===== src/rtl/imem_read_arbiter_pkg.sv =====
// Shared types for the instruction/unified memory read-channel arbiter.
package imem_read_arbiter_pkg;

  typedef enum logic [1:0] {
    ArbIdle = 2'b00,
    ArbAddr = 2'b01,
    ArbResp = 2'b10
  } arb_state_e;

  // Owner encoding matches the one-hot grant vector {LS, IF}.
  typedef enum logic [1:0] {
    OwnNone = 2'b00,
    OwnIF   = 2'b01,
    OwnLS   = 2'b10
  } arb_owner_e;

  localparam logic [1:0] RespOKAY = 2'b00;

endpackage


===== src/rtl/imem_read_arbiter_rr_arbiter2.sv =====
// Two-request round-robin pick; grant is one-hot {LS, IF}, last_grant likewise.
module rr_arbiter2 (
  input  logic [1:0] req,
  input  logic [1:0] last_grant,
  output logic [1:0] gnt
);

  always_comb begin
    gnt = req;
    // On a tie the requester that did not win last time goes first.
    if (&req) gnt = (last_grant == 2'b10) ? 2'b01 : 2'b10;
  end

endmodule


===== src/rtl/imem_read_arbiter.sv =====
// Round-robin sharing of one AXI4-Lite read channel between fetch (IF) and load (LS).
module imem_read_arbiter
  import imem_read_arbiter_pkg::*;
#(
  parameter int XLEN     = 32,
  parameter bit LS_FIRST = 1'b1
) (
  input  logic            clk,
  input  logic            rstn,
  input  logic            i_if_arvalid,
  output logic            o_if_arready,
  input  logic [XLEN-1:0] i_if_araddr,
  input  logic [2:0]      i_if_arprot,
  output logic            o_if_rvalid,
  input  logic            i_if_rready,
  output logic [XLEN-1:0] o_if_rdata,
  output logic [1:0]      o_if_rresp,
  input  logic            i_ls_arvalid,
  output logic            o_ls_arready,
  input  logic [XLEN-1:0] i_ls_araddr,
  input  logic [2:0]      i_ls_arprot,
  output logic            o_ls_rvalid,
  input  logic            i_ls_rready,
  output logic [XLEN-1:0] o_ls_rdata,
  output logic [1:0]      o_ls_rresp,
  output logic            o_m_arvalid,
  input  logic            i_m_arready,
  output logic [XLEN-1:0] o_m_araddr,
  output logic [2:0]      o_m_arprot,
  input  logic            i_m_rvalid,
  output logic            o_m_rready,
  input  logic [XLEN-1:0] i_m_rdata,
  input  logic [1:0]      i_m_rresp,
  output logic [1:0]      o_owner
);

  localparam arb_owner_e LastInit = LS_FIRST ? OwnIF : OwnLS;

  arb_state_e      state_q, state_d;
  arb_owner_e      owner_q, owner_d;
  arb_owner_e      last_grant_q, last_grant_d;
  logic            arvalid_q, arvalid_d;
  logic [XLEN-1:0] araddr_q, araddr_d;
  logic [2:0]      arprot_q, arprot_d;
  logic [1:0]      req;
  logic [1:0]      gnt;
  logic            in_idle;
  logic            in_resp;

  // Requests are masked in reset so no arready can leak out while rstn is low.
  assign req     = {i_ls_arvalid, i_if_arvalid} & {2{rstn}};
  assign in_idle = (state_q == ArbIdle);
  assign in_resp = (state_q == ArbResp);

  rr_arbiter2 u_rr (
    .req        (req),
    .last_grant (last_grant_q),
    .gnt        (gnt)
  );

  assign o_if_arready = in_idle & gnt[0];
  assign o_ls_arready = in_idle & gnt[1];

  assign o_if_rvalid = in_resp & (owner_q == OwnIF) & i_m_rvalid;
  assign o_ls_rvalid = in_resp & (owner_q == OwnLS) & i_m_rvalid;
  assign o_m_rready  = in_resp & (((owner_q == OwnIF) & i_if_rready) |
                                  ((owner_q == OwnLS) & i_ls_rready));

  assign o_if_rdata = rstn ? i_m_rdata : '0;
  assign o_ls_rdata = rstn ? i_m_rdata : '0;
  assign o_if_rresp = rstn ? i_m_rresp : RespOKAY;
  assign o_ls_rresp = rstn ? i_m_rresp : RespOKAY;

  assign o_m_arvalid = arvalid_q;
  assign o_m_araddr  = araddr_q;
  assign o_m_arprot  = arprot_q;
  assign o_owner     = owner_q;

  always_comb begin
    state_d      = state_q;
    owner_d      = owner_q;
    last_grant_d = last_grant_q;
    arvalid_d    = arvalid_q;
    araddr_d     = araddr_q;
    arprot_d     = arprot_q;
    case (state_q)
      ArbIdle: begin
        if (|gnt) begin
          owner_d   = arb_owner_e'(gnt);
          araddr_d  = gnt[1] ? i_ls_araddr : i_if_araddr;
          arprot_d  = gnt[1] ? i_ls_arprot : i_if_arprot;
          arvalid_d = 1'b1;
          state_d   = ArbAddr;
        end
      end
      ArbAddr: begin
        if (arvalid_q && i_m_arready) begin
          arvalid_d = 1'b0;
          state_d   = ArbResp;
        end
      end
      ArbResp: begin
        if (i_m_rvalid && o_m_rready) begin
          last_grant_d = owner_q;
          owner_d      = OwnNone;
          state_d      = ArbIdle;
        end
      end
      default: begin
        state_d   = ArbIdle;
        owner_d   = OwnNone;
        arvalid_d = 1'b0;
      end
    endcase
  end

  always_ff @(posedge clk or negedge rstn) begin
    if (!rstn) begin
      state_q      <= ArbIdle;
      owner_q      <= OwnNone;
      last_grant_q <= LastInit;
      arvalid_q    <= 1'b0;
      araddr_q     <= '0;
      arprot_q     <= '0;
    end else begin
      state_q      <= state_d;
      owner_q      <= owner_d;
      last_grant_q <= last_grant_d;
      arvalid_q    <= arvalid_d;
      araddr_q     <= araddr_d;
      arprot_q     <= arprot_d;
    end
  end

endmodule


===== config.mk =====
export PLATFORM = sky130hd
export DESIGN_NAME = imem_read_arbiter
export DESIGN_NICKNAME = d
export VERILOG_FILES = /design/src/rtl/imem_read_arbiter_pkg.sv /design/src/rtl/imem_read_arbiter_rr_arbiter2.sv /design/src/rtl/imem_read_arbiter.sv
export SDC_FILE = /design/constraint.sdc
export NUM_CORES = 1
export LEC_CHECK = 0
export CORE_MARGIN = 3
export CORE_UTILIZATION = 37
export CTS_BUF_LIST = sky130_fd_sc_hd__clkbuf_2 sky130_fd_sc_hd__clkbuf_4 sky130_fd_sc_hd__clkbuf_8
export CTS_CLUSTER_SIZE = 28
export DETAILED_ROUTE_END_ITERATION = 8
export GPL_TIMING_DRIVEN = 1
export PLACE_DENSITY = 0.95
export SLEW_MARGIN = 20
export SYNTH_ARGS = -nofsm -noshare
export SYNTH_HDL_FRONTEND = slang
export SYNTH_SLANG_ARGS = --single-unit
export TNS_END_PERCENT = 100

===== constraint.sdc =====
create_clock -name clk -period 3 [get_ports clk]
set_clock_uncertainty 0.1 [all_clocks]
set_input_delay 0.6 -clock clk [delete_from_list [all_inputs] [get_ports clk]]
set_output_delay 0.6 -clock clk [all_outputs]
set_load 0.02 [all_outputs]

### After elaboration in Yosys (flattened, before gate mapping)

Cells that the tools add are included.

* register bits after elaboration: 42
* input port bits: 112
* output and inout bits: 111

* equality and inequality tests: 8
* multiplexer cells: 15
* bitwise gates (word level): 13
* reduce and logical (&&, ||, !) cells: 10

Operators by type and width (number)
* 32-bit two-way mux: 2
* 2-bit two-way mux: 7
* 2-bit case mux with 3 select lines: 2
* 1-bit bitwise AND: 9
* 3-bit AND reduction: 3
* 2-bit == test (second input constant): 3
* 2-bit AND reduction: 3
* 2-bit by 1-bit == test with 1-bit output (second input constant): 2
* 2-bit by 1-bit != test with 1-bit output (second input constant): 2
* 3-bit two-way mux: 1
* 1-bit case mux with 3 select lines: 1
* 2-bit bitwise AND: 1
* 1-bit logical AND: 2
* 2-bit logical NOT: 1
* 1-bit two-way mux: 2
* 2-bit != test (second input constant): 1
* 1-bit NOT: 2
* 2-bit OR reduction: 1
* 1-bit bitwise OR: 1

### Longest topological paths before layout

* word-level depth: 7
* mapped depth: 6

### Cells and area by module

From an unflattened synthesis, not the netlist that was laid out.

* cells, all modules: 240
* area total of the unflattened synthesis: 2716.4 µm²

Modules (own cells, without submodules)
* imem_read_arbiter: times used 1, cells an instance 236, area each 2686.3 µm², seq. area each 1052.3 µm²
* rr_arbiter2: times used 1, cells an instance 4, area each 30.0 µm², seq. area each 0.0 µm²

### Worst setup path after synthesis

No wires, ideal clock.

* kind: input -> output
* start point: in rstn
* end point: out o_ls_rdata[10]
* arrival: 1.371 ns
* path slack: 0.929 ns
* cell stages on the path: 4
* path buffers: 3
* cells stage by stage: buf_4 clkbuf_1 and2_1 buf_4

* longest elaborated chain between the ends: 1

RTL lines
* start: declaration: line imem_read_arbiter.sv:9 `input logic rstn,`
* 32-bit two-way mux
* end: declaration: line imem_read_arbiter.sv:24 `output logic [XLEN-1:0] o_ls_rdata,`

Every way passes these cells.

### Worst setup path after layout

* start point: in i_if_arvalid
* end point: out o_ls_arready

* longest elaborated chain between the ends: 4

RTL lines
* start: declaration: line imem_read_arbiter.sv:10 `input logic i_if_arvalid,`
* 2-bit bitwise AND: line imem_read_arbiter.sv:51 `assign req = {i_ls_arvalid, i_if_arvalid} & {2{rstn}};`
* 2-bit AND reduction: line imem_read_arbiter_rr_arbiter2.sv:11 `if (&req) gnt = (last_grant == 2'b10) ? 2'b01 : 2'b10;`
* 2-bit two-way mux: line imem_read_arbiter_rr_arbiter2.sv:11
* 1-bit bitwise AND: line imem_read_arbiter.sv:62 `assign o_ls_arready = in_idle & gnt[1];`
* end: declaration: line imem_read_arbiter.sv:19 `output logic o_ls_arready,`

Every way passes these cells.

==> results.py <==
metrics = {
    "logic_synthesis": {
        "ys_top_cells_by_area": "dfrtp_1, a2bb2oi_2, buf_4",
        "synth_edf_count": 0,
        "avgSynthCellArea_um2": 10.4,
        "syn_inst": 271,
        "synth_cell_types": 38,
        "synth_top_cell_by_area": "dfrtp_1",
        "ys_seq_area_share_pct": 37.3,
        "yosys_register_bits": 42,
        "synthArstFlopShare_pct": 100,
        "syn_nets": 383,
        "syn_area_mm2": 0.00282,
        "synth_flop_cell": "dfrtp_1",
        "netlist.area_leader.share_pct": 36.3,
        "synthTopCellsByCount": "dfrtp_1, buf_4, nand2_1",
        "ys_warn_count": 0,
        "yosys.cell_count.top_type": "dfrtp_1",
    },
    "power_and_ir_drop": {
        "peakVddDrop_uv": 252,
        "switchingPower_w": 0.00136,
        "p_clk_share_pct": 14.9,
        "power_frac_comb_pct": 55.5,
        "sw_frac_of_total_pct": 37.3,
        "p_int_w": 0.00228,
        "power_frac_seq_pct": 29.6,
        "leakage_nw": 1.97,
        "p_per_area_mw_per_mm2": 740,
    },
    "timing": {
        "final-hold-violation-count": 0,
        "fmax_mhz": 348,
        "slew_violations": 0,
        "period_minus_slack_ns": 2.87,
        "maxSlewHeadroom_pct": 52.4,
        "fin_ws_ns": 0.130,
        "setup_tns_ns": 0,
        "setup_viol": 0,
        "rsz0062_at_grt": "no",
        "tightest_slew_ns": 0.714,
        "period_share_pct": 95.7,
    },
    "layout": {
        "nFillCells": 563,
        "antenna_cells": 0,
        "num-nets-final": 564,
        "drive_above_1_share_pct": 13.7,
        "multi_input_area_mm2": 0.00134,
        "fin_util_pct": 67.0,
        "syn_to_final_growth_pct": 73.9,
        "design_area_mm2": 0.00491,
        "instances_no_fill": 552,
        "ff_latch_area_mm2": 0.00105,
    },
    "clock_network": {
        "cts_setup_buffers": 0,
        "postCtsResizedCells": 0,
        "clock-sinks": 42,
        "htree_levels": 2,
        "cts_tree": "yes",
        "cts_made_buffers": 5,
        "root_buffer": "clkbuf_8",
        "path_clk_slew_ns": 0.08,
        "clk_latency_ns": 0.29,
        "clockBufferDepth": 2,
        "cts_hold_buf": 0,
    },
    "placed_design": {
        "dp_hpwl_um": 7840,
        "dp_cells": 544,
        "placed_cell_area_mm2": 0.00477,
        "gp_congestion": 0.868,
        "pre_cts_ws_ns": 0.149,
        "io_buffers": 222,
    },
    "drt": {
        "via_count": 2710,
        "drtIter0Drc": 88,
        "dr.pass1.iters": 4,
        "ant_nets": 0,
        "met1_length_um": 3440,
        "route.met3.wl_um": 930,
        "viasPerCell": 4.91,
        "top_layer": "met4",
        "wl_um": 9950,
        "drc_errors": 0,
        "wire_per_inst_um": 18.0,
        "wl_met2_um": 5420,
    },
    "grt": {
        "antenna_found_initial": 0,
        "grt.total_usage_pct": 22.3,
        "grt_first_pass_wirelength_um": 15100,
        "grt_max_degree": 37,
        "grt_pass1_vias": 2984,
        "grt_overflow_total": 0,
    },
    "setup_path": {
        "r2r-start": "state_q[0]$_DFFE_PN0P_",
        "startpoint_type": "input port",
        "ff2ff_path_depth": 4,
        "crit_top_cell": "clkdlybuf4s50_1",
        "path_class": "input port to output port",
        "path_cells": "clkdlybuf4s50_1 -> nand3b_4 -> nand3_2 -> nor3_1 -> clkdlybuf4s50_1",
        "reg2reg_to": "o_m_arprot[1]$_DFFE_PN0P_",
        "max_stage_delay_ns": 0.66,
        "crit_arrival_ns": 2.17,
        "r2r_setup_slack_ns": 1.19,
        "path_max_fanout": 3,
        "crit_required_ns": 2.30,
        "crit_slowest_cell": "clkdlybuf4s50_1",
        "crit_path_end_kind": "output port",
    },
    "floorplan": {
        "ios": 223,
        "initial_core_util_pct": 38.5,
        "die_area_mm2": 0.00872,
        "die-width_um": 93.4,
        "die_y_um": 93.4,
        "num_rows": 31,
        "core_area_mm2": 0.00733,
    },
    "worst_hold_path": {
        "hold_path.class": "input port to async pin",
    },
    "run_status": {
        "outcome": "finished clean",
    },
    "job": {
        "maxCapViolCount": 0,
    },
}
[worst max-delay path by stage]
stage,from,end
after floorplan,rstn,o_ls_rdata[10]
after global placement,i_if_arvalid,o_ls_arready
after detailed placement,i_if_arvalid,o_ls_arready
after CTS,i_if_arvalid,o_ls_arready
after global routing,i_if_arvalid,o_ls_arready
final,i_if_arvalid,o_ls_arready
[metal layers]
layer | up-vias | GRT usage (%)
met2 | 136 | 43.7
met1 | 1295 | 22.4
li1 | 1269 | -
met3 | 10 | 7.32
met4 | 0 | 5.37
met5 | - | 0
[kinds of logic after synthesis]
group                  after synthesis  synth area share (%)
muxes                                2                 0.753
buffers and inverters               55                  15.3
DFF                                 42                  37.3
and+or+nand+nor                     90                  19.1
AOI/OAI and AO/OA                   82                  27.5
[power by group through the flow]
stage / sequential (W) / combinational [W] / clock [W]
after CTS: 0.00107 / 0.00204 / 0.000552
after floorplan: 0.00134 / 0.000936 / 0
after global placement: 0.00106 / 0.00200 / 0
after detailed placement: 0.00109 / 0.00204 / 0
final: 0.00107 / 0.00202 / 0.000542
after global routing: 0.00111 / 0.00214 / 0.000575
[per-stage QoR]
step | power, W | hold slack (ns)
after global placement | 0.00306 | 0.362
after CTS | 0.00367 | 0.0395
after floorplan | 0.00228 | 0.204
after detailed placement | 0.00312 | 0.357
after global routing | 0.00382 | 0.0398
final | 0.00364 | 0.0403
[cell usage in the layout (no fill, tap or decap)]
| cell | count |
|---|---|
| dfrtp_1 | 41 |
| nand3b_4 | 2 |
| nor2b_4 | 1 |
| nor3b_1 | 1 |
| or2_4 | 1 |
| o21ai_0 | 3 |
| and3_4 | 1 |
| and2_1 | 34 |
| o21a_1 | 1 |
| dfstp_2 | 1 |
| nand3b_1 | 1 |
| bufinv_16 | 2 |
| clkdlybuf4s50_1 | 221 |
| nand2_1 | 35 |
| nor3_1 | 2 |
| nor2_8 | 1 |
| a21oi_1 | 29 |
| and4b_1 | 1 |
| a2bb2oi_1 | 5 |
| a311oi_1 | 1 |
| and3b_1 | 1 |
| nand3_2 | 1 |
| clkinv_4 | 1 |
| a2bb2oi_2 | 30 |
| clkbuf_8 | 5 |
| o22ai_1 | 2 |
| nor2b_1 | 1 |
| mux2i_1 | 1 |
| buf_2 | 1 |
| nor2_1 | 2 |
| inv_1 | 3 |
| buf_4 | 4 |
| a21oi_2 | 10 |
| nand2_4 | 1 |
| mux2_1 | 1 |
| a31oi_1 | 1 |
| nand2b_1 | 3 |
| nand3_1 | 1 |
[worst max-delay path, delay by kind of cell]
| family | cells | cell delay [ns] |
|---|---|---|
| buffers and inverters | 2 | 1.14 |
| and+or+nand+nor | 3 | 0.43 |
[flip-flops by register name, summed over array words and instances (netlist names)]
name / flops
last_grant_q: 2
o_m_araddr: 32
o_m_arprot: 3
o_m_arvalid: 1
o_owner: 2
state_q: 2
[layout make-up]
class	count	share of cell area, %
timing repair buffer	226	45.8
multi-input combinational	174	27.3
sequential	42	21.4
tap	99	2.52
clock buffer	5	1.40
clock inverter	3	1.40
inverter	3	0.229
Note: power is estimated with default switching activity, not from simulation.
